File: src/rtl/core_img_sequencer.sv
// rtl/core_img_sequencer.sv - steps the neuron array through T timesteps and counts spikes per neuron
// Ports:
//   i_clk, i_rst_n          clock, asynchronous active-low reset
//   i_start_core_img        1-cycle start pulse (accepted only in IDLE with i_coring high)
//   i_coring                core-phase level; dropping it aborts a run without a done pulse
//   o_step_req, o_step_ts   timestep request and index towards the neuron array
//   i_step_ack, i_spikes_in 1-cycle ack and the spikes it qualifies
//   o_done_core_img         1-cycle completion pulse (normal end or ack timeout)
//   o_busy                  presentation in progress
//   o_err_timeout           sticky flag: last run ended on an ack timeout
//   o_spike_count           saturating per-neuron counts, neuron n at [n*CW +: CW]
module core_img_sequencer #(
    parameter int N      = 8,
    parameter int T      = 350,
    parameter int TW     = 9,
    parameter int CW     = 9,
    parameter int ACK_TO = 1023
) (
    input  logic            i_clk,
    input  logic            i_rst_n,
    input  logic            i_start_core_img,
    input  logic            i_coring,
    output logic            o_step_req,
    output logic [TW-1:0]   o_step_ts,
    input  logic            i_step_ack,
    input  logic [N-1:0]    i_spikes_in,
    output logic            o_done_core_img,
    output logic            o_busy,
    output logic            o_err_timeout,
    output logic [N*CW-1:0] o_spike_count
);
    localparam int              WW        = $clog2(ACK_TO + 1);
    localparam logic [TW-1:0]   TS_LAST   = TW'(T - 1);
    localparam logic [WW-1:0]   WAIT_LAST = WW'(ACK_TO - 1);
    localparam logic [CW-1:0]   CNT_MAX   = '1;

    typedef enum logic [1:0] {S_IDLE, S_REQ, S_GAP, S_DONE} state_t;

    state_t          r_state,    w_state;
    logic            r_step_req, w_step_req;
    logic [TW-1:0]   r_step_ts,  w_step_ts;
    logic            r_done,     w_done;
    logic            r_busy,     w_busy;
    logic            r_err,      w_err;
    logic [N*CW-1:0] r_cnt,      w_cnt;
    logic [WW-1:0]   r_wait,     w_wait;
    logic [N*CW-1:0] w_cnt_acc;

    // Counts after accepting the current spikes; each counter sticks at its maximum.
    always_comb begin
        w_cnt_acc = r_cnt;
        for (int n = 0; n < N; n++) begin
            if (i_spikes_in[n] && (r_cnt[n*CW +: CW] != CNT_MAX)) begin
                w_cnt_acc[n*CW +: CW] = r_cnt[n*CW +: CW] + CW'(1);
            end
        end
    end

    always_ff @(posedge i_clk or negedge i_rst_n) begin
        if (!i_rst_n) begin
            r_state    <= S_IDLE;
            r_step_req <= 1'b0;
            r_step_ts  <= '0;
            r_done     <= 1'b0;
            r_busy     <= 1'b0;
            r_err      <= 1'b0;
            r_cnt      <= '0;
            r_wait     <= '0;
        end else begin
            r_state    <= w_state;
            r_step_req <= w_step_req;
            r_step_ts  <= w_step_ts;
            r_done     <= w_done;
            r_busy     <= w_busy;
            r_err      <= w_err;
            r_cnt      <= w_cnt;
            r_wait     <= w_wait;
        end
    end

    always_comb begin
        w_state    = r_state;
        w_step_req = r_step_req;
        w_step_ts  = r_step_ts;
        w_done     = 1'b0;
        w_busy     = r_busy;
        w_err      = r_err;
        w_cnt      = r_cnt;
        w_wait     = r_wait;
        case (r_state)
            S_IDLE: begin
                if (i_start_core_img && i_coring) begin
                    w_state    = S_REQ;
                    w_step_req = 1'b1;
                    w_step_ts  = '0;
                    w_cnt      = '0;
                    w_err      = 1'b0;
                    w_busy     = 1'b1;
                    w_wait     = '0;
                end
            end
            S_REQ: begin
                // Abort outranks everything; an ack at the timeout edge still counts.
                if (!i_coring) begin
                    w_state    = S_IDLE;
                    w_step_req = 1'b0;
                    w_busy     = 1'b0;
                end else if (i_step_ack) begin
                    w_step_req = 1'b0;
                    w_cnt      = w_cnt_acc;
                    if (r_step_ts == TS_LAST) begin
                        w_state = S_DONE;
                        w_done  = 1'b1;
                        w_busy  = 1'b0;
                    end else begin
                        w_state   = S_GAP;
                        w_step_ts = r_step_ts + TW'(1);
                    end
                end else if (r_wait == WAIT_LAST) begin
                    w_state    = S_DONE;
                    w_step_req = 1'b0;
                    w_done     = 1'b1;
                    w_busy     = 1'b0;
                    w_err      = 1'b1;
                end else begin
                    w_wait = r_wait + WW'(1);
                end
            end
            S_GAP: begin
                if (!i_coring) begin
                    w_state = S_IDLE;
                    w_busy  = 1'b0;
                end else begin
                    w_state    = S_REQ;
                    w_step_req = 1'b1;
                    w_wait     = '0;
                end
            end
            S_DONE: begin
                w_state = S_IDLE;
            end
            default: begin
                w_state = S_IDLE;
            end
        endcase
    end

    assign o_step_req      = r_step_req;
    assign o_step_ts       = r_step_ts;
    assign o_done_core_img = r_done;
    assign o_busy          = r_busy;
    assign o_err_timeout   = r_err;
    assign o_spike_count   = r_cnt;
endmodule

File: config.mk
export PLATFORM = sky130hd
export DESIGN_NAME = core_img_sequencer
export DESIGN_NICKNAME = d
export VERILOG_FILES = /design/src/rtl/core_img_sequencer.sv
export SDC_FILE = /design/constraint.sdc
export NUM_CORES = 1
export LEC_CHECK = 0
export ABC_AREA = 1
export CORE_MARGIN = 5
export CORE_UTILIZATION = 25
export CTS_CLUSTER_SIZE = 20
export DETAILED_ROUTE_END_ITERATION = 10
export PLACE_DENSITY = 0.51
export SLEW_MARGIN = 25
export SYNTH_ARGS = -nofsm -noshare
export SYNTH_HDL_FRONTEND = slang
export SYNTH_SLANG_ARGS = --single-unit
File: constraint.sdc
create_clock -name i_clk -period 1.75 [get_ports i_clk]
set_input_delay 0.175 -clock i_clk [delete_from_list [all_inputs] [get_ports i_clk]]
set_output_delay 0.175 -clock i_clk [all_outputs]
set_load 0.05 [all_outputs]
==> insert_results.sql, run 1 <==
INSERT INTO impl_metrics (metric_group, metric, value, unit) VALUES
('final_layout', 'num_antenna_cells', '0', ''),
('route', 'route.antenna.remaining_nets', '0', ''),
('final_layout', 'nFillCells', '2376', ''),
('logic_synthesis', 'synth_nets', '791', ''),
('route', 'drt-pass1-iter-count', '6', ''),
('worst_setup_path', 'worst_ep_required_time', '1990', 'ps'),
('sta', 'fmax', '579', 'MHz'),
('logic_synthesis', 'area_of_the_mapped_netlist', '0.00579', 'mm^2'),
('floorplanning', 'dieArea', '0.0263', 'mm^2'),
('route', 'route.detailed.drc', '0', ''),
('worst_setup_path', 'critPathCaptureType', 'flip-flop', ''),
('sta', 'whs', '444', 'ps'),
('sta', 'fin_crit_sh', '0.988', ''),
('logic_synthesis', 'ys_types', '34', ''),
('sta', 'grt_setup_unrepaired', 'yes', ''),
('power_and_ir_drop', 'power-per-cell-area', '1550', 'mW/mm^2'),
('status', 'outcome', 'completed', ''),
('place', 'port_buffers', '97', ''),
('worst_setup_path', 'crit_path_start_kind', 'flip-flop', ''),
('worst_setup_path', 'cp.arrival', '1960', 'ps'),
('logic_synthesis', 'yosysWarningCount', '0', ''),
('worst_setup_path', 'timing.critical_path.fanout_max', '5', ''),
('logic_synthesis', 'netlist.area_leader.share', '0.419', ''),
('clock_tree', 'clock_tree.buffer_depth', '2', ''),
('clock_tree', 'clock_input_transition_at_the_sequential_cells_of_the_worst_setup_and_hold_paths', '70', 'ps'),
('floorplanning', 'io-pin-count', '98', ''),
('power_and_ir_drop', 'finalPower', '0.0133', 'W'),
('route', 'first_iter_violations', '253', ''),
('global_route', 'globalRoute.totalOverflow', '0', ''),
('final_layout', 'postLayoutCellArea', '0.00860', 'mm^2'),
('final_layout', 'multi_input_area', '0.00336', 'mm^2'),
('floorplanning', 'die-height', '162', 'um'),
('global_route', 'grt_resource_usage_total', '0.128', ''),
('logic_synthesis', 'synth_top_cells_by_area', 'sky130_fd_sc_hd__dfrtp_1 (42%), sky130_fd_sc_hd__nand2_1 (13%), sky130_fd_sc_hd__nand3_1 (6.9%)', ''),
('route', 'average_routed_wire_per_standard_cell', '13.7', 'um'),
('sta', 'finalWorstSetupSlack', '21.8', 'ps'),
('sta', 'finalSetupViolCount', '0', ''),
('place', 'place_area', '0.00779', 'mm^2'),
('final_layout', 'drive_above_1_share', '0.375', ''),
('final_layout', 'total_nets_final', '986', ''),
('route', 'routed_wl', '16900', 'um'),
('final_layout', 'synthToLayoutAreaGrowth', '48.6', '%'),
('sta', 'slew_violations', '0', ''),
('floorplanning', 'initial_core_utilization', '0.255', ''),
('sta', 'fin_tns_setup', '0', 'ps'),
('worst_setup_path', 'worstSetupPathType', 'flip-flop to flip-flop', ''),
('place', 'dp_slack', '-97.8', 'ps'),
('worst_hold_path', 'worstHoldPathType', 'input port to async pin', ''),
('clock_tree', 'clockRootBuffer', 'sky130_fd_sc_hd__clkbuf_16', ''),
('floorplanning', 'placeableCoreArea', '0.0227', 'mm^2'),
('job', 'maxCapViolCount', '0', ''),
('sta', 'tightestPinTransition', '566', 'ps'),
('floorplanning', 'die_w', '162', 'um'),
('sta', 'timing.max_slew.rel_slack', '0.623', ''),
('global_route', 'grt_start_max_net_pins', '98', ''),
('logic_synthesis', 'ys_seq_area_frac', '0.419', ''),
('final_layout', 'register_area', '0.00248', 'mm^2'),
('place', 'globalplace.congestion', '0.821', ''),
('global_route', 'grt_pass1_vias', '5461', ''),
('floorplanning', 'rows', '55', ''),
('clock_tree', 'clk_latency_worst_skew_pair', '350', 'ps'),
('logic_synthesis', 'netlist_instances', '753', ''),
('global_route', 'global_route_wire_length_before_repair', '27600', 'um'),
('sta', 'finClkSkew', '10.2', 'ps'),
('logic_synthesis', 'synth-seq-cells', '97', ''),
('clock_tree', 'htreeDepth', '3', ''),
('clock_tree', 'cts_made_buffers', '9', ''),
('clock_tree', 'cts.sink_count', '97', ''),
('power_and_ir_drop', 'vdd_drop_max', '0.901', 'mV'),
('global_route', 'antenna_found_initial', '0', ''),
('route', 'detailroute.via_count', '5619', ''),
('sta', 'timing.final.hold_violations', '0', ''),
('logic_synthesis', 'synth.avg_cell_area', '7.69', 'um^2'),
('place', 'hpwlAfterDp', '12000', 'um'),
('logic_synthesis', 'yosysTopAreaCell', 'sky130_fd_sc_hd__dfrtp_1', ''),
('power_and_ir_drop', 'p_leak', '4.12', 'nW'),
('clock_tree', 'tritoncts_clock_tree', 'yes', ''),
('route', 'viasPerCell', '4.54', ''),
('sta', 'final.min_clock_period', '1730', 'ps');
## cell usage in the layout (no fill, tap or decap), types with 4 or more instances in the layout
master / instances
sky130_fd_sc_hd__clkbuf_16: 10
sky130_fd_sc_hd__a21oi_2: 8
sky130_fd_sc_hd__or2_2: 14
sky130_fd_sc_hd__nand3_1: 77
sky130_fd_sc_hd__ha_2: 6
sky130_fd_sc_hd__inv_1: 74
sky130_fd_sc_hd__nor2_1: 38
sky130_fd_sc_hd__ha_4: 9
sky130_fd_sc_hd__dlygate4sd2_1: 14
sky130_fd_sc_hd__nor2_4: 5
sky130_fd_sc_hd__nand4_1: 32
sky130_fd_sc_hd__a21oi_1: 11
sky130_fd_sc_hd__ha_1: 10
sky130_fd_sc_hd__buf_12: 8
sky130_fd_sc_hd__dfrtp_2: 42
sky130_fd_sc_hd__nand2_2: 21
sky130_fd_sc_hd__buf_4: 146
sky130_fd_sc_hd__o21ai_2: 14
sky130_fd_sc_hd__nor2_2: 6
sky130_fd_sc_hd__clkdlybuf4s50_1: 14
sky130_fd_sc_hd__inv_4: 4
sky130_fd_sc_hd__buf_6: 10
sky130_fd_sc_hd__o21ai_1: 41
sky130_fd_sc_hd__nand2_4: 15
sky130_fd_sc_hd__dlymetal6s2s_1: 6
sky130_fd_sc_hd__nand2_1: 171
sky130_fd_sc_hd__o21ai_0: 33
sky130_fd_sc_hd__nor3_1: 6
sky130_fd_sc_hd__a31o_2: 12
sky130_fd_sc_hd__dfrtp_1: 55
sky130_fd_sc_hd__inv_2: 6
## synth_stat cells (all sizes together)
library cell and count:
nand2 206, dfrtp 97, o21ai 91, inv 84, nand3 80, nor2 50
nand4 32, ha 25, a21oi 22, or2 14, a31o 12, buf 12
clkbuf 7, nor3 7, xor2 3, a21o 2, nand3b 2, o31ai 2
a22oi 1, nor4 1, o21a 1, o22ai 1, xnor2 1
## state kept, by name (all words and copies together), names as in the netlist
register / count
o_step_ts: 9
o_err_timeout: 1
o_busy: 1
o_step_req: 1
o_spike_count: 72
r_wait: 10
r_state: 2
o_done_core_img: 1
## through the flow
stage	instances	util
after floorplan	753	-
after global placement	1202	0.343
after detailed placement	1202	0.343
after CTS	1221	0.359
after global routing	1238	0.379
final	1238	0.379
## critical path: stages, from the launching register on
cell	delay [ps]
sky130_fd_sc_hd__dfrtp_2	430
sky130_fd_sc_hd__ha_4	180
sky130_fd_sc_hd__nand2_4	70
sky130_fd_sc_hd__nor2_2	50
sky130_fd_sc_hd__nand2_2	70
sky130_fd_sc_hd__nor2_2	50
sky130_fd_sc_hd__ha_2	190
sky130_fd_sc_hd__o21ai_4	260
sky130_fd_sc_hd__nand2_4	130
sky130_fd_sc_hd__o21ai_2	160
sky130_fd_sc_hd__a21oi_2	40
## timing repair
action / in CTS / in global routing
gates resized for setup: 19 / 100
pin swaps: 1 / 30
hold endpoints to repair: 97 / 0
hold buffers: 1 / 0
gates cloned: 0 / 4
endpoints found under the setup margin: 88 / 101
setup buffers: 2 / 13
## per-layer routing
metal	part of all wire	global-route usage	vias to the layer above	wire (um)
met5	0	0	-	0
met4	0.011	0.0365	0	194
met3	0.039	0.0244	15	658
met2	0.47	0.207	74	7930
met1	0.48	0.174	2614	8140
li1	-	-	2916	-
## power by group
| group | switching [W] | internal (W) |
|---|---|---|
| sequential | 0.000333 | 0.00262 |
| clock | 0.000913 | 0.00137 |
| combinational | 0.00486 | 0.00321 |
| total | 0.00611 | 0.00720 |
## final timing paths
check | slack [ps] | end | from | cells after the start
min | 440 | o_spike_count[71] | i_rst_n | 3
min in group i_clk | 500 | o_busy | o_busy | 2
max | 20 | o_spike_count[65] | o_spike_count[63] | 10
min reg2reg | 500 | o_busy | o_busy | 2
max in group asynchronous | 860 | o_spike_count[56] | i_rst_n | 3
max reg2reg | 20 | o_spike_count[65] | o_spike_count[63] | 10
## cell families after synthesis
family | count (synthesis) | synth area share
adders and majority gates | 25 | 0.0540
DFF | 97 | 0.419
buffers and inverters | 103 | 0.0778
and+or+nand+nor | 392 | 0.310
AOI/OAI and AO/OA | 132 | 0.133
xor gates and xnor gates | 4 | 0.00605
## final cells by class
cell class	instances	share of cell area
multi-input cells	556	0.390
flip-flops and latches	97	0.288
repair buffers	200	0.203
well taps	285	0.0415
inverters	84	0.0378
clock buffers	12	0.0310
clock inverters	4	0.00858
No activity file was read; power rests on OpenSTA's default activity.
==> inputs of run 2 (changes only) <==
Settings changed: CTS_CLUSTER_SIZE 20 to 16.
==> results of run 2 <==
The final DEF is identical to that of run 1; final timing and power are the same.
